[config.mk]
export PLATFORM = sky130hd
export DESIGN_NAME = ls_mem_ctrl
export DESIGN_NICKNAME = d
export VERILOG_FILES = /design/src/rtl/ls_mem_ctrl.sv
export SDC_FILE = /design/constraint.sdc
export NUM_CORES = 1
export LEC_CHECK = 0
export BUFFER_PORTS_ARGS = -buffer_cell sky130_fd_sc_hd__buf_2
export CAP_MARGIN = 40
export CORE_MARGIN = 3
export CORE_UTILIZATION = 50
export DETAILED_ROUTE_END_ITERATION = 12
export PLACE_DENSITY = 0.86
export SYNTH_ARGS = -nofsm -noshare
export SYNTH_HDL_FRONTEND = slang
export SYNTH_SLANG_ARGS = --single-unit
[constraint.sdc]
create_clock -name clk -period 2.05 [get_ports clk]
set_input_delay 0.41 -clock clk [delete_from_list [all_inputs] [get_ports clk]]
set_output_delay 0.41 -clock clk [all_outputs]
set_load 0.03 [all_outputs]
[src/rtl/ls_mem_ctrl.sv]
// ls_mem_ctrl: serialises 1/2/4-byte load/store requests onto a byte-wide synchronous RAM
//   clk, rst_n          clock (rising edge), asynchronous active-low reset
//   en_ls, r_nw         request valid (held until finish), 1 = read / 0 = write
//   ls_addr, ls_size    byte base address, byte count (1, 2 or 4; anything else means 4)
//   ls_data             store data, bytes taken LSB first
//   finish, ls_rdata    one-cycle completion pulse, zero-extended read word
//   mem_a, mem_dout     RAM byte address and write byte
//   mem_wr, mem_din     RAM write enable, read byte (valid the cycle after mem_a)
module ls_mem_ctrl #(
    parameter int ADDR_WIDTH     = 32,
    parameter int MEM_ADDR_WIDTH = 17
) (
    input  logic                      clk,
    input  logic                      rst_n,
    input  logic                      en_ls,
    input  logic                      r_nw,
    input  logic [ADDR_WIDTH-1:0]     ls_addr,
    input  logic [7:0]                ls_size,
    input  logic [31:0]               ls_data,
    output logic                      finish,
    output logic [31:0]               ls_rdata,
    output logic [MEM_ADDR_WIDTH-1:0] mem_a,
    output logic [7:0]                mem_dout,
    output logic                      mem_wr,
    input  logic [7:0]                mem_din
);
    typedef enum logic [1:0] {IDLE, RD, WR, DONE} state_t;
    state_t state, state_d;
    logic [MEM_ADDR_WIDTH-1:0] addr_q, addr_d, mem_a_d;
    logic [2:0]  cnt, cnt_d, n_q, n_d;
    logic [31:0] data_q, data_d, asm_q, asm_d, rdata_d, mask;
    logic [7:0]  dout_d;
    logic [1:0]  idx;
    logic        abort_q, abort_d, finish_d, mem_wr_d;

    always_comb begin
        state_d  = state;
        cnt_d    = cnt;
        n_d      = n_q;
        addr_d   = addr_q;
        data_d   = data_q;
        asm_d    = asm_q;
        rdata_d  = ls_rdata;
        abort_d  = abort_q;
        finish_d = 1'b0;
        mem_wr_d = 1'b0;
        mem_a_d  = mem_a;
        dout_d   = mem_dout;
        // cnt is the index of the next byte to present; the byte arriving now is cnt-1
        idx      = cnt[1:0] - 2'd1;
        mask     = n_q == 3'd1 ? 32'h0000_00FF :
                   n_q == 3'd2 ? 32'h0000_FFFF :
                   n_q == 3'd3 ? 32'h00FF_FFFF : 32'hFFFF_FFFF;
        case (state)
            IDLE: if (en_ls) begin
                addr_d   = ls_addr[MEM_ADDR_WIDTH-1:0];
                n_d      = (ls_size != 8'd0 && ls_size <= 8'd4) ? ls_size[2:0] : 3'd4;
                data_d   = ls_data;
                cnt_d    = 3'd1;
                abort_d  = 1'b0;
                mem_a_d  = ls_addr[MEM_ADDR_WIDTH-1:0];
                mem_wr_d = ~r_nw;
                dout_d   = r_nw ? mem_dout : ls_data[7:0];
                state_d  = r_nw ? RD : WR;
            end
            RD: if (!en_ls) begin
                state_d = IDLE;
            end else begin
                asm_d[8*idx +: 8] = mem_din;
                if (cnt == n_q) begin
                    rdata_d  = asm_d & mask;
                    finish_d = 1'b1;
                    state_d  = DONE;
                end else begin
                    mem_a_d = addr_q + MEM_ADDR_WIDTH'(cnt);
                    cnt_d   = cnt + 3'd1;
                end
            end
            WR: begin
                // a dropped request still completes its bytes so stores never tear
                abort_d = abort_q | ~en_ls;
                if (cnt == n_q) begin
                    finish_d = ~abort_d;
                    state_d  = abort_d ? IDLE : DONE;
                end else begin
                    mem_a_d  = addr_q + MEM_ADDR_WIDTH'(cnt);
                    dout_d   = data_q[8*cnt[1:0] +: 8];
                    mem_wr_d = 1'b1;
                    cnt_d    = cnt + 3'd1;
                end
            end
            DONE: state_d = IDLE;
            default: state_d = IDLE;
        endcase
    end

    always_ff @(posedge clk or negedge rst_n) begin
        if (!rst_n) begin
            state    <= IDLE;
            cnt      <= '0;
            n_q      <= '0;
            addr_q   <= '0;
            data_q   <= '0;
            asm_q    <= '0;
            abort_q  <= 1'b0;
            finish   <= 1'b0;
            ls_rdata <= '0;
            mem_a    <= '0;
            mem_dout <= '0;
            mem_wr   <= 1'b0;
        end else begin
            state    <= state_d;
            cnt      <= cnt_d;
            n_q      <= n_d;
            addr_q   <= addr_d;
            data_q   <= data_d;
            asm_q    <= asm_d;
            abort_q  <= abort_d;
            finish   <= finish_d;
            ls_rdata <= rdata_d;
            mem_a    <= mem_a_d;
            mem_dout <= dout_d;
            mem_wr   <= mem_wr_d;
        end
    end
endmodule

Yosys cells after proc, flatten, opt, wreduce, memory -nomap -nowiden:

Cells that the tools add are included.

* input port bits: 84
* register bits: 149
* logic and storage cells: 83

* bitwise operators: 5
* reduce and logical (&&, ||, !) cells: 12
* muxes and demuxes: 33
* magnitude comparators: 1
* add/sub/neg operators: 4
* shift operators: 3
* equal/unequal tests: 13

Operator list (number)
* 32-bit 2-to-1 mux: 3
* 17-bit 2-to-1 mux: 3
* 17-bit one-hot mux with 3 select lines: 1
* 5-bit negator with 34-bit output: 1
* 8-bit by 34-bit variable shift with 32-bit output, first input constant: 1
* 8-bit by 34-bit variable part select with 32-bit output: 1
* 32-bit bitwise AND: 1
* 32-bit bitwise mux: 1
* 32-bit by 6-bit variable part select with 8-bit output: 1
* 8-bit 2-to-1 mux: 3
* 17-bit by 3-bit adder with 17-bit output: 1
* 8-bit one-hot mux with 2 select lines: 1
* 2-bit 2-to-1 mux: 6
* 3-bit 2-to-1 mux: 4
* 2-bit != test, second input constant: 5
* 3-bit one-hot mux with 3 select lines: 1
* 3-bit AND reduction: 3
* 8-bit by 3-bit less-or-equal comparator with 1-bit output, second input constant: 1
* 2-bit one-hot mux with 4 select lines: 1
* 8-bit nonzero test: 1
* 3-bit by 2-bit == test with 1-bit output, second input constant: 2
* 1-bit 2-to-1 mux: 6
* 1-bit one-hot mux with 2 select lines: 3
* 2-bit AND reduction: 3
* 14 further kinds: 17

Longest topological paths before layout:

* word-level depth: 5
* mapped depth: 9
* mapped depth without buffers: 7

Worst setup path before layout:

Ideal clock, no wire load.

* path type: reg2reg
* start point: reg cnt[1]
* end point: reg ls_rdata[30]
* cell stages (with the launch flop): 7
* setup time: 95 ps
* data arrival time: 2148 ps
* path slack: -193 ps
* path buffers: 1
* path through: dfrtp_1 clkbuf_1 inv_1 ha_1 nor4b_2 a21oi_1 o31ai_1

* longest elaborated chain between the ends: 5
* elaborated cells between the ends (all ways): 8

RTL lines
* from (decl): RTL line 30 `logic [2:0] cnt, cnt_d, n_q, n_d;`
* from (signal assigned): RTL line 113 `cnt <= cnt_d;`
* 2-bit by 1-bit subtractor with 2-bit output: RTL line 50 `idx = cnt[1:0] - 2'd1;`
* 5-bit negator with 34-bit output: RTL line 69 `asm_d[8*idx +: 8] = mem_din;`
* 8-bit by 34-bit variable part select with 32-bit output / 8-bit by 34-bit variable shift with 32-bit output (equally long branches): RTL line 69
* 32-bit bitwise mux: RTL line 69
* 32-bit bitwise AND: RTL line 71 `rdata_d = asm_d & mask;`
* to (signal assigned): RTL line 120 `ls_rdata <= rdata_d;`
* to (decl): RTL line 21 `output logic [31:0] ls_rdata,`

Several ways; a longest one is shown, not always the timed one.
A chain may end at the register's enable or synchronous reset.

Worst setup path in the final report:

* start point: reg cnt[0]
* end point: reg ls_rdata[30]

Same word-level chain as after synthesis.

==> summary.md <==
| Metric | Value |
|---|---|
| Final Cell Area | `0.008630 mm²` |
| Sw Share | `37.68%` |
| DR vias/cell | `5.389` |
| Cells after synthesis | `625` |
| Setup CP Type | `reg2reg` |
| Vias in the first global route | `5248` |
| RSZ-0062 raised after global routing | `false` |
| Buf/Inv on CP | `3` |
| Setup TNS Final | `0 ns` |
| Die area | `0.01543 mm²` |
| CORE AREA | `0.01345 mm²` |
| Dpl hpwl | `11040 µm` |
| Final Instance Count excl. Fillers | `962` |
| Avg Inst Size Synth | `11.18 µm²` |
| LEAKAGE | `3.998 nW` |
| Crit path max-delay family | `buffers and inverters` |
| Die height | `124.2 µm` |
| Synthesis-stage register bit count | `149` |
| Pre-CTS setup slack | `0.06970 ns` |
| Final count of hold timing violations | `0` |
| Chip width | `124.2 µm` |
| CTS max path bufs | `2` |
| Largest net degree at the start of global routing | `65` |
| Post-synth EDFFs | `0` |
| Crit-path cells | `buf_4 -> buf_4 -> ha_1 -> nor4b_4 -> buf_4 -> a21oi_1 -> o31ai_1` |
| Startpoint types | `flip-flop` |
| DR iter-0 viols | `279` |
| Hold Crit Start | `ls_addr[9]` |
| DRT Pass-1 Iters | `4` |
| Ys flop type | `dfrtp_1` |
| Placed Cells | `928` |
| Most frequent cells in the layout | `dfrtp_1 (148), buf_2 (127), a21oi_1 (72), nand2_1 (68), mux2_2 (47)` |
| Worst R2R End | `ls_rdata[30]$_DFFE_PN0P_` |
| R2R Setup Slk | `0.15 ns` |
| Max FO, Critical Path | `7` |
| Sequential share of the synthesized area | `53.37%` |
| Clock tree from TritonCTS | `yes` |
| IO Pins | `143` |
| Measured slew at the worst slew-check pin | `0.6244 ns` |
| Clock group share of total power | `22.6%` |
| Final Slew Violations | `0` |
| Crit share post-route | `92.75%` |
| Initial cell density of the core | `51.93%` |
| Crit path largest cell delay | `0.38 ns` |
| Async S/R FF share, synth | `100.0%` |
| N_diodes | `0` |
| Worst EP required | `2.37 ns` |
| Area of the multi-input gates | `0.003079 mm²` |
| Tightest Hold Check Type | `in2reg` |
| Maximum vdd drop | `1025 µV` |
| DRC | `0` |
| Synthesis Warnings | `0` |
| Critical-path top delay cell | `dfrtp_1` |
| # rows | `42` |
| Most common cell after layout, fill and taps aside | `dfrtp_1` |
| First-pass GRT wire length | `26010 µm` |
| Hold Path End | `mem_a[9]$_DFFE_PN0P_` |
| Syn nets | `722` |
| Area grow syn2layout | `23.51%` |
| Reg area | `0.003730 mm²` |
| Clock skew | `0.007778 ns` |
| Comb power frac | `43.3%` |
| Antenna Nets Post-Route | `0` |
| Mapped Area | `0.006987 mm²` |
| Synth top area share | `53.37%` |
| Status | `finished clean` |
| Clk slew on worst S/H paths | `0.06 ns` |
| Psw | `5.509 mW` |
| Total Nets Final | `871` |
| Synth cell types | `52` |
| Clock insertion delay at the later pin of the skew report | `0.42 ns` |
| Placement Cell Area | `0.007953 mm²` |
| PwrDens | `1694 mW/mm²` |
| Worst path most repeated cell | `buf_4` |
| Worst Setup End Kind | `flip-flop` |
| Worst Setup Slack, final | `0.1485 ns` |
| Routed WL per cell | `16.00 µm` |
| Clock root buffer | `clkbuf_16` |
| Origin of the critical flop-to-flop path | `cnt[0]$_DFFE_PN0P_` |
| # port buffers | `127` |
| Worst EP arrival | `2.22 ns` |
| GRT Total Usage | `20.75%` |
| Max-Slew Margin vs Limit | `58.22%` |
| Period minus WS final | `1.901 ns` |
| CTS Sinks | `149` |
| Power Internal | `9.112 mW` |
| Initial antenna violation count | `0` |
| Number of setup violations in the final report | `0` |
| Final Total Pwr | `14.62 mW` |
| R2r worst-path depth | `7` |
| Share of cells above drive strength 1 | `32.57%` |
| Total of max-cap violations | `0` |
| Total global routing overflow | `0` |
| CTS H-tree lvls | `4` |
| Reg power frac | `34.1%` |
| GP Congestion | `0.7625` |
| Area contributors post-synth | `dfrtp_1 (53%), mux2_2 (7.6%), a21oi_1 (5.2%)` |
| Fmax achieved | `525.9 MHz` |
| Min-Delay Path Depth | `3` |
| Via count | `5184` |
| Fill cells | `1034` |
| Routed Wire Length | `15400 µm` |
| Leading area contributor after synthesis | `dfrtp_1` |
| Num CTS Buffers | `17` |
-- final cells by class --
cell class | instances | area share [%]
well taps | 176 | 2.552
clock inverters | 9 | 1.725
multi-input cells | 434 | 35.68
flip-flops and latches | 149 | 43.22
inverters | 10 | 0.4350
repair buffers | 162 | 10.77
clock buffers | 22 | 5.611
-- worst register-to-register path: stages (launching register included) --
cell	delay [ns]
dfrtp_1	0.38
buf_4	0.16
buf_4	0.16
ha_1	0.28
nor4b_4	0.33
buf_4	0.20
a21oi_1	0.08
o31ai_1	0.22
-- sequential cells by signal, summed over array words and instances (netlist names) --
register / count
asm_q: 32
data_q: 32
ls_rdata: 32
addr_q: 17
mem_a: 17
mem_dout: 8
cnt: 3
n_q: 3
state: 2
abort_q: 1
finish: 1
mem_wr: 1
-- cells in the mapped netlist, types with 2 or more instances --
cell type  count
nand2_2        2
nor3b_1        3
nor3_1         3
o21ai_0       28
a211oi_1       2
a22o_1        10
mux4_1         4
mux2_2        47
nor4_1         2
mux4_2         4
nor3_2         2
xnor2_1        8
a21oi_1       72
o22ai_1        2
o31ai_1       24
ha_1          12
nand3_1        6
clkbuf_1       6
mux2i_1       16
buf_2          9
nor2_1        37
a31oi_1        8
xor2_1         9
nand4_1        2
and4_1         2
dfrtp_1      149
inv_1         10
o21bai_1       2
nand2_1       69
buf_1          8
a21o_1         2
buf_4          3
and2_1         3
o221ai_1       5
nor2b_1       33
buf_6          5
-- stage by stage --
stage | hold WS, ns | utilization, %
2_1_floorplan | 0.1144 | -
3_3_place_gp | 0.3845 | 59.08
3_5_place_dp | 0.3830 | 59.11
4_1_cts | 0.2028 | 63.90
5_1_grt | 0.2124 | 64.15
6_report | 0.2188 | 64.15
-- power groups by stage --
stage	Clock (mW)	Combinational (mW)	Sequential [mW]
2_1_floorplan	0	3.94	5.69
3_3_place_gp	0	6.11	4.95
3_5_place_dp	0	6.32	5.02
4_1_cts	3.36	6.35	4.98
5_1_grt	3.51	6.98	5.15
6_report	3.31	6.33	4.98
-- routing by layer --
metal  global-route usage (%)  wire (µm)
met5                        0          0
met4                    7.479        293
met3                    5.756       1011
met2                    32.86       7303
met1                    27.53       6786
-- logic make-up after synthesis --
| family | Yosys count | synth area share, % |
|---|---|---|
| AND/OR/NAND/NOR | 172 | 12.05 |
| buffers and inverters | 42 | 3.134 |
| XOR/XNOR | 17 | 2.131 |
| multiplexers | 71 | 12.66 |
| adder cells (fa/ha/maj) | 13 | 2.435 |
| flip-flops | 149 | 53.37 |
| AO/OA/AOI/OAI | 161 | 14.22 |
-- repair_timing --
item                                   CTS  global route
hold buffers                             1             0
setup endpoints to repair                0            18
setup buffers                            0             2
endpoints found under the hold margin   47             0
resized for setup                        0             5
-- worst max path at each step --
| stage | endpoint | cells after the start | from | slack, ns |
|---|---|---|---|---|
| 6_report | ls_rdata[30]$_DFFE_PN0P_ | 7 | cnt[0]$_DFFE_PN0P_ | 0.15 |
| 5_1_grt | n_q[2]$_DFFE_PN0P_ | 7 | state[1]$_DFFE_PN0P_ | 0.02 |
| 4_1_cts | ls_rdata[26]$_DFFE_PN0P_ | 6 | cnt[0]$_DFFE_PN0P_ | 0.05 |
| 3_5_place_dp | ls_rdata[25]$_DFFE_PN0P_ | 6 | cnt[0]$_DFFE_PN0P_ | 0.07 |
| 3_3_place_gp | ls_rdata[30]$_DFFE_PN0P_ | 6 | cnt[0]$_DFFE_PN0P_ | 0.12 |
| 2_1_floorplan | asm_q[0]$_DFFE_PN0P_ | 9 | cnt[0]$_DFFE_PN0P_ | 0.009 |
Power figures use the tool's default switching activity.
